## src/rtl/time_entry_pkg.sv

```systemverilog
// Shared types, key codes and the BCD time range check for the keypad time-entry front end.
package time_entry_pkg;

  localparam int unsigned DIGIT_W = 4;
  localparam int unsigned CNT_W   = 3;

  localparam logic [DIGIT_W-1:0] KEY_CLEAR      = 4'hA;
  localparam logic [DIGIT_W-1:0] KEY_LOAD_TIME  = 4'hB;
  localparam logic [DIGIT_W-1:0] KEY_LOAD_ALARM = 4'hC;

  typedef enum logic [1:0] {
    ST_IDLE  = 2'd0,
    ST_ENTRY = 2'd1,
    ST_ERROR = 2'd2
  } state_e;

  typedef struct packed {
    logic [DIGIT_W-1:0] ms_hr;
    logic [DIGIT_W-1:0] ls_hr;
    logic [DIGIT_W-1:0] ms_min;
    logic [DIGIT_W-1:0] ls_min;
  } bcd_time_t;

  // True when the four digits form a legal 24-hour HH:MM value.
  function automatic logic bcd_time_valid(input logic [DIGIT_W-1:0] ms_hr,
                                          input logic [DIGIT_W-1:0] ls_hr,
                                          input logic [DIGIT_W-1:0] ms_min,
                                          input logic [DIGIT_W-1:0] ls_min);
    logic hr_ok;
    hr_ok = (ms_hr < 4'd2) ? (ls_hr <= 4'd9) :
            (ms_hr == 4'd2) ? (ls_hr <= 4'd3) : 1'b0;
    return hr_ok && (ms_min <= 4'd5) && (ls_min <= 4'd9);
  endfunction

endpackage

```

## src/rtl/time_entry_keypad_if.sv

```systemverilog
// Load bus from the keypad entry (writer) to the time counter / alarm register (reader).
interface time_entry_keypad_if;
  logic [3:0] new_current_time_ms_hr;
  logic [3:0] new_current_time_ls_hr;
  logic [3:0] new_current_time_ms_min;
  logic [3:0] new_current_time_ls_min;
  logic       load_new_c;
  logic       load_new_a;

  modport master (
    output new_current_time_ms_hr, new_current_time_ls_hr,
           new_current_time_ms_min, new_current_time_ls_min,
           load_new_c, load_new_a
  );

  modport slave (
    input  new_current_time_ms_hr, new_current_time_ls_hr,
           new_current_time_ms_min, new_current_time_ls_min,
           load_new_c, load_new_a
  );
endinterface

```

## src/rtl/entry_timeout_timer.sv

```systemverilog
// Counts one-second ticks since the last key; flags abandonment of a stale entry.
module entry_timeout_timer #(
  parameter int unsigned TIMEOUT_SEC = 10
) (
  input  logic clk,
  input  logic reset,
  input  logic clear_i,
  input  logic enable_i,
  input  logic tick_i,
  output logic expired_c
);

  localparam int unsigned CNT_W = 4;

  logic [CNT_W-1:0] cnt_q;

  // A clear in the same cycle as the final tick wins, so a key always suppresses the timeout.
  assign expired_c = enable_i & tick_i & ~clear_i & (cnt_q == CNT_W'(TIMEOUT_SEC - 1));

  always_ff @(posedge clk or posedge reset) begin
    if (reset) begin
      cnt_q <= '0;
    end else if (clear_i || expired_c) begin
      cnt_q <= '0;
    end else if (enable_i && tick_i) begin
      cnt_q <= cnt_q + CNT_W'(1);
    end
  end

endmodule

```

## src/rtl/time_entry_keypad.sv

```systemverilog
// Keypad HH:MM entry buffer, range check and load-strobe generator for the alarm clock.
// Define TIME_ENTRY_RANGE_CHECK_EN to reject out-of-range times before committing.
module time_entry_keypad
  import time_entry_pkg::*;
#(
  parameter int unsigned TIMEOUT_SEC = 10
) (
  input  logic                     clk,
  input  logic                     reset,
  input  logic                     one_second,
  input  logic                     key_valid,
  input  logic [DIGIT_W-1:0]       key_code,
  output logic [DIGIT_W-1:0]       key_ms_hr,
  output logic [DIGIT_W-1:0]       key_ls_hr,
  output logic [DIGIT_W-1:0]       key_ms_min,
  output logic [DIGIT_W-1:0]       key_ls_min,
  output logic                     entry_active,
  output logic                     entry_error,
  time_entry_keypad_if.master      load_if
);

  state_e             state_q;
  bcd_time_t          entry_q;
  bcd_time_t          new_q;
  logic [CNT_W-1:0]   digit_cnt_q;
  logic               load_c_q;
  logic               load_a_q;
  logic               active_q;
  logic               error_q;

  logic               key_is_digit;
  logic               key_is_load;
  logic               range_ok;
  logic               commit_ok;
  logic               timeout;
  bcd_time_t          entry_shift;

  assign key_is_digit = (key_code <= 4'd9);
  assign key_is_load  = (key_code == KEY_LOAD_TIME) || (key_code == KEY_LOAD_ALARM);
  assign entry_shift  = {entry_q.ls_hr, entry_q.ms_min, entry_q.ls_min, key_code};

`ifdef TIME_ENTRY_RANGE_CHECK_EN
  assign range_ok = bcd_time_valid(entry_q.ms_hr, entry_q.ls_hr, entry_q.ms_min, entry_q.ls_min);
`else
  assign range_ok = 1'b1;
`endif

  assign commit_ok = (digit_cnt_q == CNT_W'(4)) && range_ok;

  entry_timeout_timer #(
    .TIMEOUT_SEC (TIMEOUT_SEC)
  ) u_timer (
    .clk       (clk),
    .reset     (reset),
    .clear_i   (key_valid || (state_q == ST_IDLE)),
    .enable_i  (state_q != ST_IDLE),
    .tick_i    (one_second),
    .expired_c (timeout)
  );

  // Entry FSM; strobes default low so each commit pulses for exactly one cycle.
  always_ff @(posedge clk or posedge reset) begin
    if (reset) begin
      state_q     <= ST_IDLE;
      entry_q     <= '0;
      new_q       <= '0;
      digit_cnt_q <= '0;
      load_c_q    <= 1'b0;
      load_a_q    <= 1'b0;
      active_q    <= 1'b0;
      error_q     <= 1'b0;
    end else begin
      load_c_q <= 1'b0;
      load_a_q <= 1'b0;
      unique case (state_q)
        ST_IDLE: begin
          if (key_valid && key_is_digit) begin
            entry_q     <= entry_shift;
            digit_cnt_q <= CNT_W'(1);
            state_q     <= ST_ENTRY;
            active_q    <= 1'b1;
          end else if (key_valid && key_is_load) begin
            state_q <= ST_ERROR;
            error_q <= 1'b1;
          end
        end
        ST_ENTRY: begin
          if (key_valid && key_is_digit) begin
            entry_q <= entry_shift;
            if (digit_cnt_q != CNT_W'(4)) digit_cnt_q <= digit_cnt_q + CNT_W'(1);
          end else if (key_valid && key_is_load && commit_ok) begin
            new_q       <= entry_q;
            load_c_q    <= (key_code == KEY_LOAD_TIME);
            load_a_q    <= (key_code == KEY_LOAD_ALARM);
            entry_q     <= '0;
            digit_cnt_q <= '0;
            state_q     <= ST_IDLE;
            active_q    <= 1'b0;
          end else if (key_valid && key_is_load) begin
            state_q  <= ST_ERROR;
            active_q <= 1'b0;
            error_q  <= 1'b1;
          end else if ((key_valid && key_code == KEY_CLEAR) || (!key_valid && timeout)) begin
            entry_q     <= '0;
            digit_cnt_q <= '0;
            state_q     <= ST_IDLE;
            active_q    <= 1'b0;
          end
        end
        ST_ERROR: begin
          if ((key_valid && key_code == KEY_CLEAR) || (!key_valid && timeout)) begin
            entry_q     <= '0;
            digit_cnt_q <= '0;
            state_q     <= ST_IDLE;
            error_q     <= 1'b0;
          end
        end
        default: begin
          entry_q     <= '0;
          digit_cnt_q <= '0;
          state_q     <= ST_IDLE;
          active_q    <= 1'b0;
          error_q     <= 1'b0;
        end
      endcase
    end
  end

  assign key_ms_hr    = entry_q.ms_hr;
  assign key_ls_hr    = entry_q.ls_hr;
  assign key_ms_min   = entry_q.ms_min;
  assign key_ls_min   = entry_q.ls_min;
  assign entry_active = active_q;
  assign entry_error  = error_q;

  assign load_if.new_current_time_ms_hr  = new_q.ms_hr;
  assign load_if.new_current_time_ls_hr  = new_q.ls_hr;
  assign load_if.new_current_time_ms_min = new_q.ms_min;
  assign load_if.new_current_time_ls_min = new_q.ls_min;
  assign load_if.load_new_c              = load_c_q;
  assign load_if.load_new_a              = load_a_q;

endmodule

```

## src/flat_wrapper.sv

```systemverilog
// flat-port wrapper written by rule: the top's interface ports become plain ports
module time_entry_keypad_flat import time_entry_pkg::*;
#(
  parameter int unsigned TIMEOUT_SEC = 10
)
  (clk, reset, one_second, key_valid, key_code, key_ms_hr, key_ls_hr, key_ms_min, key_ls_min, entry_active, entry_error, load_if_new_current_time_ms_hr, load_if_new_current_time_ls_hr, load_if_new_current_time_ms_min, load_if_new_current_time_ls_min, load_if_load_new_c, load_if_load_new_a);
  time_entry_keypad_if load_if_i ();
  input  logic clk;
  input  logic reset;
  input  logic one_second;
  input  logic key_valid;
  input  logic [DIGIT_W-1:0] key_code;
  output logic [DIGIT_W-1:0] key_ms_hr;
  output logic [DIGIT_W-1:0] key_ls_hr;
  output logic [DIGIT_W-1:0] key_ms_min;
  output logic [DIGIT_W-1:0] key_ls_min;
  output logic entry_active;
  output logic entry_error;
  output wire logic [$bits(load_if_i.new_current_time_ms_hr)-1:0] load_if_new_current_time_ms_hr;
  output wire logic [$bits(load_if_i.new_current_time_ls_hr)-1:0] load_if_new_current_time_ls_hr;
  output wire logic [$bits(load_if_i.new_current_time_ms_min)-1:0] load_if_new_current_time_ms_min;
  output wire logic [$bits(load_if_i.new_current_time_ls_min)-1:0] load_if_new_current_time_ls_min;
  output wire logic [$bits(load_if_i.load_new_c)-1:0] load_if_load_new_c;
  output wire logic [$bits(load_if_i.load_new_a)-1:0] load_if_load_new_a;
  assign load_if_new_current_time_ms_hr = load_if_i.new_current_time_ms_hr;
  assign load_if_new_current_time_ls_hr = load_if_i.new_current_time_ls_hr;
  assign load_if_new_current_time_ms_min = load_if_i.new_current_time_ms_min;
  assign load_if_new_current_time_ls_min = load_if_i.new_current_time_ls_min;
  assign load_if_load_new_c = load_if_i.load_new_c;
  assign load_if_load_new_a = load_if_i.load_new_a;
  time_entry_keypad #(.TIMEOUT_SEC(TIMEOUT_SEC)) u_core (.clk(clk), .reset(reset), .one_second(one_second), .key_valid(key_valid), .key_code(key_code), .key_ms_hr(key_ms_hr), .key_ls_hr(key_ls_hr), .key_ms_min(key_ms_min), .key_ls_min(key_ls_min), .entry_active(entry_active), .entry_error(entry_error), .load_if(load_if_i));
endmodule
```

## config.mk

```make
export PLATFORM = sky130hd
export DESIGN_NAME = time_entry_keypad_flat
export DESIGN_NICKNAME = d
export VERILOG_FILES = /design/src/rtl/time_entry_pkg.sv /design/src/rtl/time_entry_keypad_if.sv /design/src/rtl/entry_timeout_timer.sv /design/src/rtl/time_entry_keypad.sv /design/src/flat_wrapper.sv
export SDC_FILE = /design/constraint.sdc
export NUM_CORES = 1
export LEC_CHECK = 0
export CORE_AREA = 2 2 58 71
export DETAILED_ROUTE_END_ITERATION = 16
export DIE_AREA = 0 0 60 73
export DONT_BUFFER_PORTS = 1
export GPL_TIMING_DRIVEN = 0
export PLACE_DENSITY = 0.77
export SYNTH_ARGS = -nofsm -noshare
export SYNTH_HDL_FRONTEND = slang
export SYNTH_SLANG_ARGS = --single-unit
```

## constraint.sdc

```tcl
create_clock -name clk -period 2.7 [get_ports clk]
set_input_delay 0.135 -clock clk [delete_from_list [all_inputs] [get_ports clk]]
set_output_delay 0.135 -clock clk [all_outputs]
set_load 0.005 [all_outputs]
```

# [Word-level counts from Yosys, hierarchy flattened]
# Index checks and enable logic that the tools add are counted.
[totals] regBits=45 latch_bits=0 ram_bits=0 romBits=0 input_bits=8 output_inout_bits=36 wordCells=100 mem_count=0
[classes] n_addsub=2 multipliers=0 n_div=0 order_cmp=1 n_eq_ne=17 n_shift=0 mux=39 bitwise_logic=6 n_reduce_logical=20
[op_table] cell="$mux 16" n=5
[op_table] cell="$pmux 16 s3" n=1
[op_table] cell="$mux 3" n=6
[op_table] cell="$eq 4x4->1 const B" n=4
[op_table] cell="$mux 1" n=15
[op_table] cell="$mux 2" n=6
[op_table] cell="$ne 3x3->1 const B" n=3
[op_table] cell="$pmux 3 s3" n=1
[op_table] cell="$mux 4" n=2
[op_table] cell="$ne 2x2->1 const B" n=4
[op_table] cell="$reduce_and 4->1" n=2
[op_table] cell="$logic_and 1x1->1" n=6
[op_table] cell="$pmux 1 s3" n=2
[op_table] cell="$pmux 2 s3" n=1
[op_table] cell="$reduce_and 3->1" n=2
[op_table] cell="$add 4x1->4 const B" n=1
[op_table] cell="$le 4x4->1 const B" n=1
[op_table] cell="$logic_or 1x1->1" n=4
[op_table] cell="$ne 4x1->1 const B" n=1
[op_table] cell="$ne 4x3->1 const B" n=1
[op_table] cell="$reduce_and 2->1" n=2
[op_table] cell="$reduce_bool 2->1" n=2
[op_table] cell="$add 3x1->3 const B" n=1
[op_table] cell="$and 1x1->1" n=3
[op_table] cell="other kinds (7)" n=9

# [Longest topological paths before layout]
# Gate-level depths: netlist (run 1).
[depth] depth_word=12 mapped_depth=8 depth_no_buf=7

# [Hierarchy]
# Synthesis (run 1) repeated with hierarchy kept, for this count alone.
[unflattened] cells_unflattened=171 hier_area_um2=2124.5
[by_module_without_submodules] mod="time_entry_keypad" n_inst=1 cells_per_inst=144 area_each_um2=1885.6 seq_area_each_um2=1026.0
[by_module_without_submodules] mod="entry_timeout_timer" n_inst=1 cells_per_inst=27 area_each_um2=239.0 seq_area_each_um2=100.1

# [Worst setup path after synthesis (run 1)]
# Ideal clock, no wire load.
[synth_timing] path_kind="register -> register" from="reg u_core.digit_cnt_q[0]" to="reg u_core.new_q (netlist bit u_core.load_if.new_current_time_ls_hr[0])" setup_time_ns=0.125 arrival_time_ns=1.839 required_time_ns=2.575 slack_ns=0.736 stages_incl_launch_ff=9 n_path_buf=2 period_less_slack_ns=1.964 cell_sequence="dfrtp_1 -> inv_1 -> ha_1 -> nand2_1 -> a211oi_4 -> and2_4 -> buf_8 -> buf_12 -> mux2_4"
[synth_between] elab_chain_len=3
[synth_rtl] item="start, declared" line="time_entry_keypad.sv:25" text="logic [CNT_W-1:0] digit_cnt_q;"
[synth_rtl] item="start signal, assigned" line="time_entry_keypad.sv:90" text="if (digit_cnt_q != CNT_W'(4)) digit_cnt_q <= digit_cnt_q + CNT_W'(1);"
[synth_rtl] item="$eq 3x3->1" line="time_entry_keypad.sv:48" text="assign commit_ok = (digit_cnt_q == CNT_W'(4)) && range_ok;"
[synth_rtl] item="$logic_and 1x1->1" line="time_entry_keypad.sv:91" text="end else if (key_valid && key_is_load && commit_ok) begin"
[synth_rtl] item="$reduce_and 3->1 (no line)"
[synth_rtl] item="end signal, assigned" line="time_entry_keypad.sv:92" text="new_q <= entry_q;"
[synth_rtl] item="end, declared" line="time_entry_keypad.sv:24" text="bcd_time_t new_q;"
# No other way between the ends.
# A chain may end at the register's enable or synchronous reset.

# [Worst setup path in the final report (run 1)]
# Same ends and word-level chain as after synthesis.

==> results of run 1 <==
## cell usage after synthesis, types with 2 or more instances
| master | instances |
|---|---|
| o32ai_1 | 2 |
| nor2b_1 | 2 |
| mux2_2 | 6 |
| xor2_1 | 2 |
| a22oi_1 | 16 |
| buf_1 | 2 |
| nand4_1 | 19 |
| nand3_1 | 2 |
| clkbuf_1 | 4 |
| inv_1 | 7 |
| a211oi_1 | 3 |
| mux2_4 | 10 |
| nand2_1 | 22 |
| o21ai_0 | 5 |
| a21oi_1 | 6 |
| ha_1 | 4 |
| mux2i_1 | 2 |
| dfrtp_1 | 45 |
| nor4_1 | 2 |
| nand2b_1 | 4 |
| nor2_1 | 10 |
## area by class of cell
class                      count  area (sq um)
fill                         280          1320
sequential                    45          1130
multi-input combinational    136          1030
buffer                        10          70.1
clock buffer                   5          68.8
tap                           54          67.6
timing repair buffer           5          50.0
clock inverter                 2          35.0
inverter                       7          26.3
## through the flow
step	power, mW	instances	hold WS [ns]	worst slack [ns]
2_1_floorplan	1.27	198	0.224	0.736
3_3_place_gp	1.37	252	0.229	0.568
4_1_cts	1.90	264	0.0232	0.481
3_5_place_dp	1.41	252	0.229	0.491
6_report	1.89	264	0.0230	0.493
5_1_grt	2.00	264	0.0291	0.322
## worst register-to-register path, stage by stage (launching register included)
cell,delay (ns)
dfrtp_1,0.45
inv_1,0.09
ha_1,0.25
nand2_1,0.18
a211oi_4,0.34
and2_4,0.20
buf_8,0.13
buf_12,0.15
mux2_4,0.30
## metal layers
layer / vias to the layer above / share of wire (%)
li1: 753 / -
met1: 830 / 40
met2: 62 / 52
met3: 9 / 5.8
met4: 0 / 1.7
met5: - / 0
## sequential cells by signal, summed over array words and instances, names as in the netlist
register                                flops
u_core.load_if.new_current_time_ls_hr       4
u_core.key_ms_hr                            4
u_core.u_timer.cnt_q                        4
u_core.state_q                              2
u_core.key_ls_hr                            4
u_core.load_if.new_current_time_ms_hr       4
u_core.load_if.load_new_c                   1
u_core.key_ms_min                           4
u_core.digit_cnt_q                          3
u_core.load_if.new_current_time_ls_min      4
u_core.entry_error                          1
u_core.key_ls_min                           4
u_core.entry_active                         1
u_core.load_if.load_new_a                   1
u_core.load_if.new_current_time_ms_min      4
## worst max path at each step
stage | end | slack [ns] | depth (start not counted)
after global routing | u_core.key_ms_min[2] | 0.32 | 8
after detailed placement | u_core.load_if.new_current_time_ls_hr[0] | 0.49 | 8
final | u_core.load_if.new_current_time_ls_hr[0] | 0.49 | 8
after CTS | u_core.load_if.new_current_time_ls_hr[0] | 0.48 | 8
after floorplan | u_core.load_if.new_current_time_ls_hr[0] | 0.74 | 8
after global placement | u_core.load_if.new_current_time_ls_min[3] | 0.57 | 8
## kinds of logic after synthesis
group                      Yosys count  synth area share [%]
DFF                                 45                  50.1
xor gates and xnor gates             3                  1.17
AOI/OAI and AO/OA                   43                  15.9
buffers and inverters               17                  4.28
and+or+nand+nor                     68                  15.8
muxes                               18                  10.6
adders and majority gates            4                  2.23
## power breakdown
group | internal [mW] | leakage [nW] | switching (mW)
Clock | 0.269 | 0.0540 | 0.219
Sequential | 0.793 | 0.605 | 0.171
Combinational | 0.174 | 0.466 | 0.264
Total | 1.24 | 1.13 | 0.655
## timing repair
item                                    4_1_cts  5_1_grt
endpoints found under the setup margin        0        0
hold buffers                                  5        0
hold endpoints to repair                     50        0
buffers inserted                              0        0
==> impl_metrics.csv, run 1 <==
group,metric,value,unit
run_status,status,"finished, final reports clean",
placement,gp_congestion,0.980,
detailed_routing,ant_nets,0,
worst_setup_path,worstPathCellList,"inv_1 -> ha_1 -> nand2_1 -> a211oi_4 -> and2_4 -> buf_8 -> buf_12 -> mux2_4",
cts,cts_buffer_depth,2,
worst_setup_path,critPathMaxStageDelay,0.45,ns
worst_setup_path,worst-path-max-fanout,10,
worst_setup_path,worst_setup_path_start_kind,"flop",
worst_hold_path,min_path_type,"in2reg",
floorplanning,num_io_pins,44,
sta,finalSetupTns,0,ns
grt,use_met2,39.9,%
placement,place_area,2320,sq um
flow_run,drv_cap,0,
detailed_routing,drcViolationCount,0,
grt,grt_pass1_vias,1673,
worst_setup_path,rr_worst_depth,8,
logic_synthesis,syn-cell-area,2250,sq um
cts,cts_sinks,45,
grt,grt_pass1_wl,7860,microns
worst_setup_path,worstPathRequired,2.88,ns
sta,min_period,2.21,ns
cts,htreeDepth,2,
grt,antenna_found_initial,0,
floorplanning,rows,25,
pwr,power.leakage,1.13,nW
final_layout,drive_above_1_share,16.7,%
placement,numPortBuffers,0,
cts,clk_latency,0.30,ns
floorplanning,start_util,59.4,%
final_layout,layout_commonest_cell,"dfrtp_1",
detailed_routing,routed_wl,4770,microns
sta,hold_viol,0,
logic_synthesis,synth_fp_nets,210,
final_layout,area_growth,9.85,%
worst_setup_path,timing.critical_path.buf_inv,3,
grt,grt-busiest-layer,"met2",
final_layout,layout_common_cells,"dfrtp_1, nand2_1, nand4_1",
worst_hold_path,hold_start,"key_code[1]",
sta,clock-skew-final,0.00526,ns
worst_hold_path,whs_endpoint,"u_core.key_ls_min[1]",
grt,grt_util_all_layers,23.9,%
final_layout,num-nets-final,222,
placement,dpl.hpwl,3350,microns
sta,max_freq,453,MHz
floorplanning,coreArea,3780,sq um
logic_synthesis,synth-seq-area-share,50.1,%
worst_setup_path,r2r_start,"u_core.digit_cnt_q[0]",
final_layout,design_area,2470,sq um
pwr,power_density,766,nW/um^2
floorplanning,fp.dieArea,4380,sq um
worst_setup_path,path_class,"reg2reg",
logic_synthesis,synth.top_cells.by_area,"dfrtp_1, mux2_4, a22oi_1",
worst_hold_path,holdPathStages,2,
logic_synthesis,netlist-cell-type-count,44,
detailed_routing,first_pass_iters,5,
detailed_routing,vias,1654,
final_layout,antennaDiodeCount,0,
logic_synthesis,yosysTopAreaCellShare,50.1,%
final_layout,fin_util,65.3,%
logic_synthesis,yosysTopAreaCell,"dfrtp_1",
sta,slew_headroom,40.1,%
cts,clkTransAtPathRegs,0.08,ns
worst_setup_path,worstPathArrival,2.39,ns
sta,rsz0062_at_grt,"no",
floorplanning,die_w,60,microns
logic_synthesis,yosysWarnings,0,
worst_setup_path,slowest_stage,"dfrtp_1",
grt,met1_usage,29.8,%
sta,final.period_utilization,81.7,%
worst_setup_path,crit_path_start,"u_core.digit_cnt_q[0]",
grt,grt-ovfl-total,0,
pwr,ir_worst_vdd,360,uV
logic_synthesis,synthesis.instances,198,
sta,setup_violations,0,
worst_setup_path,r2r_setup_slack,0.49,ns
logic_synthesis,synth_enable_flop_cells,0,
logic_synthesis,ys.flop_type,"dfrtp_1",
worst_setup_path,worst_setup_path_end_kind,"flop",
worst_setup_path,path_delay_family,"flip-flops",
sta,tightest_slew,0.897,ns
grt,grtUsageMet3,5.14,%
detailed_routing,drt-initial-drc-count,114,
logic_synthesis,avgSynthCellArea,11.4,sq um
logic_synthesis,async_flop_share,100,%
cts,cts_tree,"built",
sta,drv_slew,0,
detailed_routing,via_per_inst,6.27,
cts,root_buffer,"clkbuf_8",
cts,cts_resized,0,
grt,grt_max_degree,46,
worst_setup_path,r2r-end,"u_core.load_if.new_current_time_ls_hr[0]",
logic_synthesis,synth_seq_cells,45,
detailed_routing,detail_route.wl_per_cell,18.1,microns
floorplanning,die_y,73,microns
cts,numCtsBuffers,5,
No activity file was read; power rests on OpenSTA's default activity.
==> run 2, diff against run 1 <==
--- a/config.mk
+++ b/config.mk
@@ -5,12 +5,12 @@
 export SDC_FILE = /design/constraint.sdc
 export NUM_CORES = 1
 export LEC_CHECK = 0
-export CORE_AREA = 2 2 58 71
+export CORE_AREA = 2 2 61 75
 export DETAILED_ROUTE_END_ITERATION = 16
-export DIE_AREA = 0 0 60 73
+export DIE_AREA = 0 0 63 77
 export DONT_BUFFER_PORTS = 1
 export GPL_TIMING_DRIVEN = 0
-export PLACE_DENSITY = 0.77
+export PLACE_DENSITY = 0.72
 export SYNTH_ARGS = -nofsm -noshare
 export SYNTH_HDL_FRONTEND = slang
 export SYNTH_SLANG_ARGS = --single-unit
==> constraint.sdc (replaced) <==
create_clock -name clk -period 1.85 [get_ports clk]
set_input_delay 0.0925 -clock clk [delete_from_list [all_inputs] [get_ports clk]]
set_output_delay 0.0925 -clock clk [all_outputs]
set_load 0.005 [all_outputs]
==> run 2 against run 1 <==
Net effect: total power increased by 49%; design area increased by 5.7%; non-clock buffer count is 10 higher; sequential share of layout area decreased by 2.4 points; die area rose by 11%; worst setup slack got worse by 0.44 ns; combinational power increased by 86%; global-route usage down 0.37 points; sequential cell count stayed put; sequential power rose by 46%; wire length is 11% higher; critical endpoint is now u_core.load_if.new_current_time_ls_hr[1]; largest power group unchanged.
==> impl_metrics.csv, run 2 (synthesis gave the netlist of run 1 again) <==
group,metric,value,unit
final_layout,num-nets-final,232,
sta,hold_viol,0,
worst_setup_path,path_delay_family,"flip-flops",
detailed_routing,drcViolationCount,0,
pwr,power.leakage,1.20,nW
grt,grt_pass1_wl,8890,microns
worst_setup_path,slowest_stage,"dfrtp_2",
final_layout,layout_commonest_cell,"dfrtp_1",
sta,worst_hold_slack,0.0491,ns
worst_setup_path,worst_setup_path_start_kind,"flop",
pwr,finalPower,2.81,mW
cts,cts_buffer_depth,2,
sta,clock-skew-final,0.00502,ns
cts,cts_tree,"built",
placement,gp_congestion,0.868,
worst_setup_path,timing.critical_path.buf_inv,2,
worst_hold_path,min_path_type,"in2reg",
worst_setup_path,worstPathRequired,2.04,ns
detailed_routing,routed_wl,5300,microns
grt,grt_util_all_layers,23.5,%
sta,final.period_utilization,97.1,%
detailed_routing,detail_route.wl_per_cell,19.1,microns
flow_run,drv_cap,0,
final_layout,layout_common_cells,"dfrtp_1, nand2_1, nand4_1",
placement,numPortBuffers,0,
detailed_routing,via_per_inst,6.13,
cts,root_buffer,"clkbuf_8",
grt,antenna_found_initial,0,
sta,setup_violations,0,
run_status,status,"finished, final reports clean",
worst_setup_path,worstPathArrival,1.98,ns
worst_setup_path,worstPathCellList,"inv_2 -> ha_4 -> nand2_4 -> a211oi_4 -> and2_4 -> bufbuf_16 -> mux2_4",
cts,clkTransAtPathRegs,0.08,ns
cts,cts_sinks,45,
cts,htreeDepth,2,
final_layout,design_area,2610,sq um
sta,min_period,1.80,ns
detailed_routing,drt-initial-drc-count,177,
sta,tightest_slew,0.913,ns
floorplanning,start_util,54.4,%
floorplanning,coreArea,4130,sq um
placement,dpl.hpwl,3480,microns
worst_setup_path,worst-path-max-fanout,5,
sta,drv_slew,0,
grt,grt_max_degree,46,
pwr,power_density,1080,nW/um^2
final_layout,area_growth,16.1,%
detailed_routing,first_pass_iters,4,
cts,numCtsBuffers,5,
worst_setup_path,worst_setup_path_end_kind,"flop",
final_layout,drive_above_1_share,24.9,%
grt,grt_pass1_vias,1747,
floorplanning,die_y,77,microns
worst_setup_path,critPathMaxStageDelay,0.43,ns
grt,grt-ovfl-total,0,
placement,place_area,2320,sq um
sta,slew_headroom,39.0,%
final_layout,antennaDiodeCount,0,
cts,clk_latency,0.30,ns
floorplanning,die_w,63,microns
worst_setup_path,path_class,"reg2reg",
pwr,ir_worst_vdd,614,uV
floorplanning,fp.dieArea,4850,sq um
sta,max_freq,556,MHz
final_layout,register_area,1130,sq um
detailed_routing,vias,1697,
detailed_routing,ant_nets,0,
floorplanning,rows,26,
final_layout,nFillCells,344,
sta,rsz0062_at_grt,"no",
final_layout,multi_input_area,1060,sq um
floorplanning,num_io_pins,44,
run 2: area by class of cell:
class,instances,area share [%]
sequential,45,43.2
tap,56,2.68
timing repair buffer,16,6.76
clock inverter,1,0.288
inverter,7,1.01
buffer,9,2.68
multi-input combinational,136,40.5
clock buffer,7,2.92
run 2: final timing paths:
kind                                                               start  slack [ns]  cells after the start                                   endpoint
min in group asynchronous                                          reset        0.45                      2  u_core.load_if.new_current_time_ls_min[0]
worst min-delay path                                          one_second        0.05                      3                    u_core.u_timer.cnt_q[2]
worst max-delay path                               u_core.digit_cnt_q[0]        0.05                      7   u_core.load_if.new_current_time_ls_hr[1]
max in group asynchronous                                          reset        0.77                      2                      u_core.digit_cnt_q[0]
worst max register to register                     u_core.digit_cnt_q[0]        0.05                      7   u_core.load_if.new_current_time_ls_hr[1]
worst min register to register  u_core.load_if.new_current_time_ls_hr[0]        0.54                      1   u_core.load_if.new_current_time_ls_hr[0]
run 2: power breakdown:
part	switching (mW)	total (mW)	internal [mW]
clock	0.320	0.587	0.267
sequential	0.249	1.41	1.16
combinational	0.458	0.818	0.361
total	1.03	2.81	1.79
run 2: metal layers:
metal	up-vias	GRT usage (%)	share of wire [%]
li1	782	-	-
met1	852	28.7	39
met2	57	40.4	54
met3	6	6.60	6.1
met4	0	6.44	0.83
met5	-	0	0
run 2: worst reg2reg max path, stage by stage, from the launching register on:
cell	delay (ns)
dfrtp_2	0.43
inv_2	0.07
ha_4	0.14
nand2_4	0.07
a211oi_4	0.21
and2_4	0.21
bufbuf_16	0.27
mux2_4	0.29
run 2: through the flow:
stage | setup TNS [ns] | utilization, % | setup slack (ns) | std cells
2_1_floorplan | 0 | - | 0.000129 | 198
3_3_place_gp | -3.29 | 56.2 | -0.163 | 254
3_5_place_dp | -4.33 | 56.2 | -0.198 | 254
4_1_cts | 0 | 62.4 | 0.0147 | 275
5_1_grt | 0 | 63.2 | 0.00800 | 277
6_report | 0 | 63.2 | 0.0529 | 277
run 2: timing repair:
action	in CTS	in global routing
gates cloned	1	0
pin swaps	5	7
endpoints found under the hold margin	51	0
hold buffers	6	0
buffers inserted	7	2
endpoints found under the setup margin	29	22
gates resized for setup	9	13
==> run 3, diff against run 2 <==
--- a/config.mk
+++ b/config.mk
@@ -5,12 +5,13 @@
 export SDC_FILE = /design/constraint.sdc
 export NUM_CORES = 1
 export LEC_CHECK = 0
-export CORE_AREA = 2 2 61 75
+export BUFFER_PORTS_ARGS = -buffer_cell sky130_fd_sc_hd__buf_4
+export CORE_AREA = 2 2 65 80
 export DETAILED_ROUTE_END_ITERATION = 16
-export DIE_AREA = 0 0 63 77
-export DONT_BUFFER_PORTS = 1
+export DIE_AREA = 0 0 67 82
 export GPL_TIMING_DRIVEN = 0
-export PLACE_DENSITY = 0.72
+export PLACE_DENSITY = 0.73
+export SKIP_LAST_GASP = 1
 export SYNTH_ARGS = -nofsm -noshare
 export SYNTH_HDL_FRONTEND = slang
 export SYNTH_SLANG_ARGS = --single-unit
==> run 3 against run 2 <==
Net effect: worst setup slack got worse by 0.036 ns; via count increased by 6.1%; clock skew about the same; hold slack got worse by 0.035 ns; sequential cell count unchanged; combinational power increased by 18%; design area increased by 11%; sequential power decreased by 3%; critical path type unchanged.
==> impl_metrics.csv, run 3 (synthesis gave the netlist of run 1 again) <==
group,metric,value,unit
flow_run,drv_cap,0,
final_layout,drive_above_1_share,37.7,%
final_layout,nFillCells,400,
worst_setup_path,worstPathArrival,2.03,ns
final_layout,design_area,2910,sq um
worst_setup_path,worst-path-max-fanout,5,
pwr,power.leakage,1.41,nW
final_layout,layout_commonest_cell,"buf_4",
detailed_routing,first_pass_iters,4,
floorplanning,coreArea,4760,sq um
sta,tightest_slew,0.453,ns
cts,numCtsBuffers,5,
floorplanning,start_util,47.2,%
floorplanning,die_y,82,microns
worst_hold_path,hold_start,"one_second",
grt,antenna_found_initial,0,
sta,setup_violations,0,
worst_setup_path,r2r_setup_slack,0.02,ns
cts,clkTransAtPathRegs,0.09,ns
detailed_routing,drcViolationCount,0,
cts,cts_buffer_depth,2,
worst_setup_path,path_class,"reg2reg",
detailed_routing,ant_nets,0,
grt,grt_pass1_vias,1736,
floorplanning,die_w,67,microns
grt,grt_max_degree,30,
worst_hold_path,holdPathStages,2,
worst_hold_path,min_path_type,"in2reg",
worst_setup_path,r2r_start,"u_core.digit_cnt_q[1]",
floorplanning,rows,28,
final_layout,register_area,1130,sq um
final_layout,antennaDiodeCount,0,
floorplanning,fp.dieArea,5490,sq um
sta,min_period,1.83,ns
sta,finalSetupTns,0,ns
worst_setup_path,worst_setup_path_start_kind,"flop",
worst_setup_path,worstPathRequired,2.04,ns
grt,grt_util_all_layers,19.5,%
sta,rsz0062_at_grt,"yes",
pwr,power_density,1070,nW/um^2
detailed_routing,detail_route.wl_per_cell,15.9,microns
grt,grt-ovfl-total,0,
sta,final.period_utilization,99.1,%
placement,gp_congestion,0.857,
grt,grt_pass1_wl,8260,microns
final_layout,multi_input_area,1050,sq um
cts,root_buffer,"clkbuf_8",
cts,cts_tree,"built",
placement,dpl.hpwl,3520,microns
cts,clk_latency,0.30,ns
pwr,ir_worst_vdd,640,uV
detailed_routing,vias,1800,
final_layout,layout_common_cells,"buf_4, dfrtp_1, nand2_1",
sta,hold_viol,0,
run_status,status,"finished, final reports clean",
worst_setup_path,rr_worst_depth,7,
cts,htreeDepth,2,
final_layout,fin_util,61.0,%
cts,cts_sinks,45,
sta,clock-skew-final,0.00506,ns
worst_setup_path,worst_setup_path_end_kind,"flop",
worst_setup_path,r2r-end,"u_core.load_if.new_current_time_ms_min[3]",
placement,numPortBuffers,43,
placement,place_area,2670,sq um
final_layout,area_growth,29.3,%
detailed_routing,routed_wl,5040,microns
floorplanning,num_io_pins,44,
detailed_routing,drt-initial-drc-count,106,
sta,max_freq,546,MHz
final_layout,num-nets-final,268,
placement,dpl.cell_count,302,
pwr,finalPower,3.12,mW
worst_hold_path,whs_endpoint,"u_core.u_timer.cnt_q[1]",
detailed_routing,via_per_inst,5.68,
sta,drv_slew,0,
sta,slew_headroom,69.8,%
final_layout,fin_cells,317,
==> run 3: worst max-delay path by stage <==
stage | startpoint | end | slack [ns] | cells past startpoint
floorplan | u_core.digit_cnt_q[0] | u_core.load_if.new_current_time_ls_hr[0] | 0.0001 | 8
global placement | u_core.u_timer.cnt_q[0] | u_core.key_ms_hr[1] | -0.20 | 7
detailed placement | u_core.u_timer.cnt_q[0] | u_core.key_ms_min[2] | -0.21 | 7
CTS | u_core.digit_cnt_q[0] | u_core.load_if.new_current_time_ms_min[3] | 0.006 | 7
global route | u_core.digit_cnt_q[1] | u_core.load_if.new_current_time_ls_hr[0] | -0.01 | 7
finish | u_core.digit_cnt_q[1] | u_core.load_if.new_current_time_ms_min[3] | 0.02 | 7
==> run 3: worst max-delay path, stage by stage (launching register included) <==
cell	delay (ns)
dfrtp_1	0.40
inv_2	0.08
ha_4	0.17
nand2_4	0.07
a211oi_4	0.21
and2_4	0.23
bufbuf_16	0.27
mux2_4	0.29
==> run 3: layout make-up <==
| type | count | share of cell area [%] |
|---|---|---|
| clock inverters | 2 | 1.29 |
| plain buffers | 9 | 2.19 |
| well taps | 60 | 2.58 |
| clock buffers | 6 | 2.84 |
| flip-flops and latches | 45 | 38.8 |
| multi-input cells | 136 | 36.1 |
| repair buffers | 52 | 15.4 |
| inverters | 7 | 0.904 |
==> run 3: through the flow <==
stage          hold slack, ns  setup WS, ns
2_1_floorplan           0.182      0.000129
3_3_place_gp            0.325        -0.198
3_5_place_dp            0.108        -0.207
4_1_cts               0.00784       0.00641
5_1_grt                0.0367      -0.00967
6_report               0.0140        0.0169
==> run 3: repair_timing <==
item	4_1_cts	5_1_grt
gates resized for setup	10	4
gates cloned	1	0
pin swaps	1	3
hold endpoints to repair	16	0
endpoints found under the setup margin	28	21
hold buffers	1	0
buffers inserted	4	2
==> run 3: power breakdown <==
group	total [mW]	internal [mW]	switching (mW)	leakage, nW
sequential	1.37	1.16	0.215	0.604
combinational	0.963	0.475	0.488	0.749
clock	0.783	0.439	0.344	0.0574
==> run 3: metal layers <==
| layer | vias up | wire (microns) | track usage, % |
|---|---|---|---|
| li1 | 847 | - | - |
| met1 | 881 | 2180 | 26.1 |
| met2 | 67 | 2470 | 32.4 |
| met3 | 5 | 331 | 3.70 |
| met4 | 0 | 66 | 5.10 |
| met5 | - | 0 | 0 |
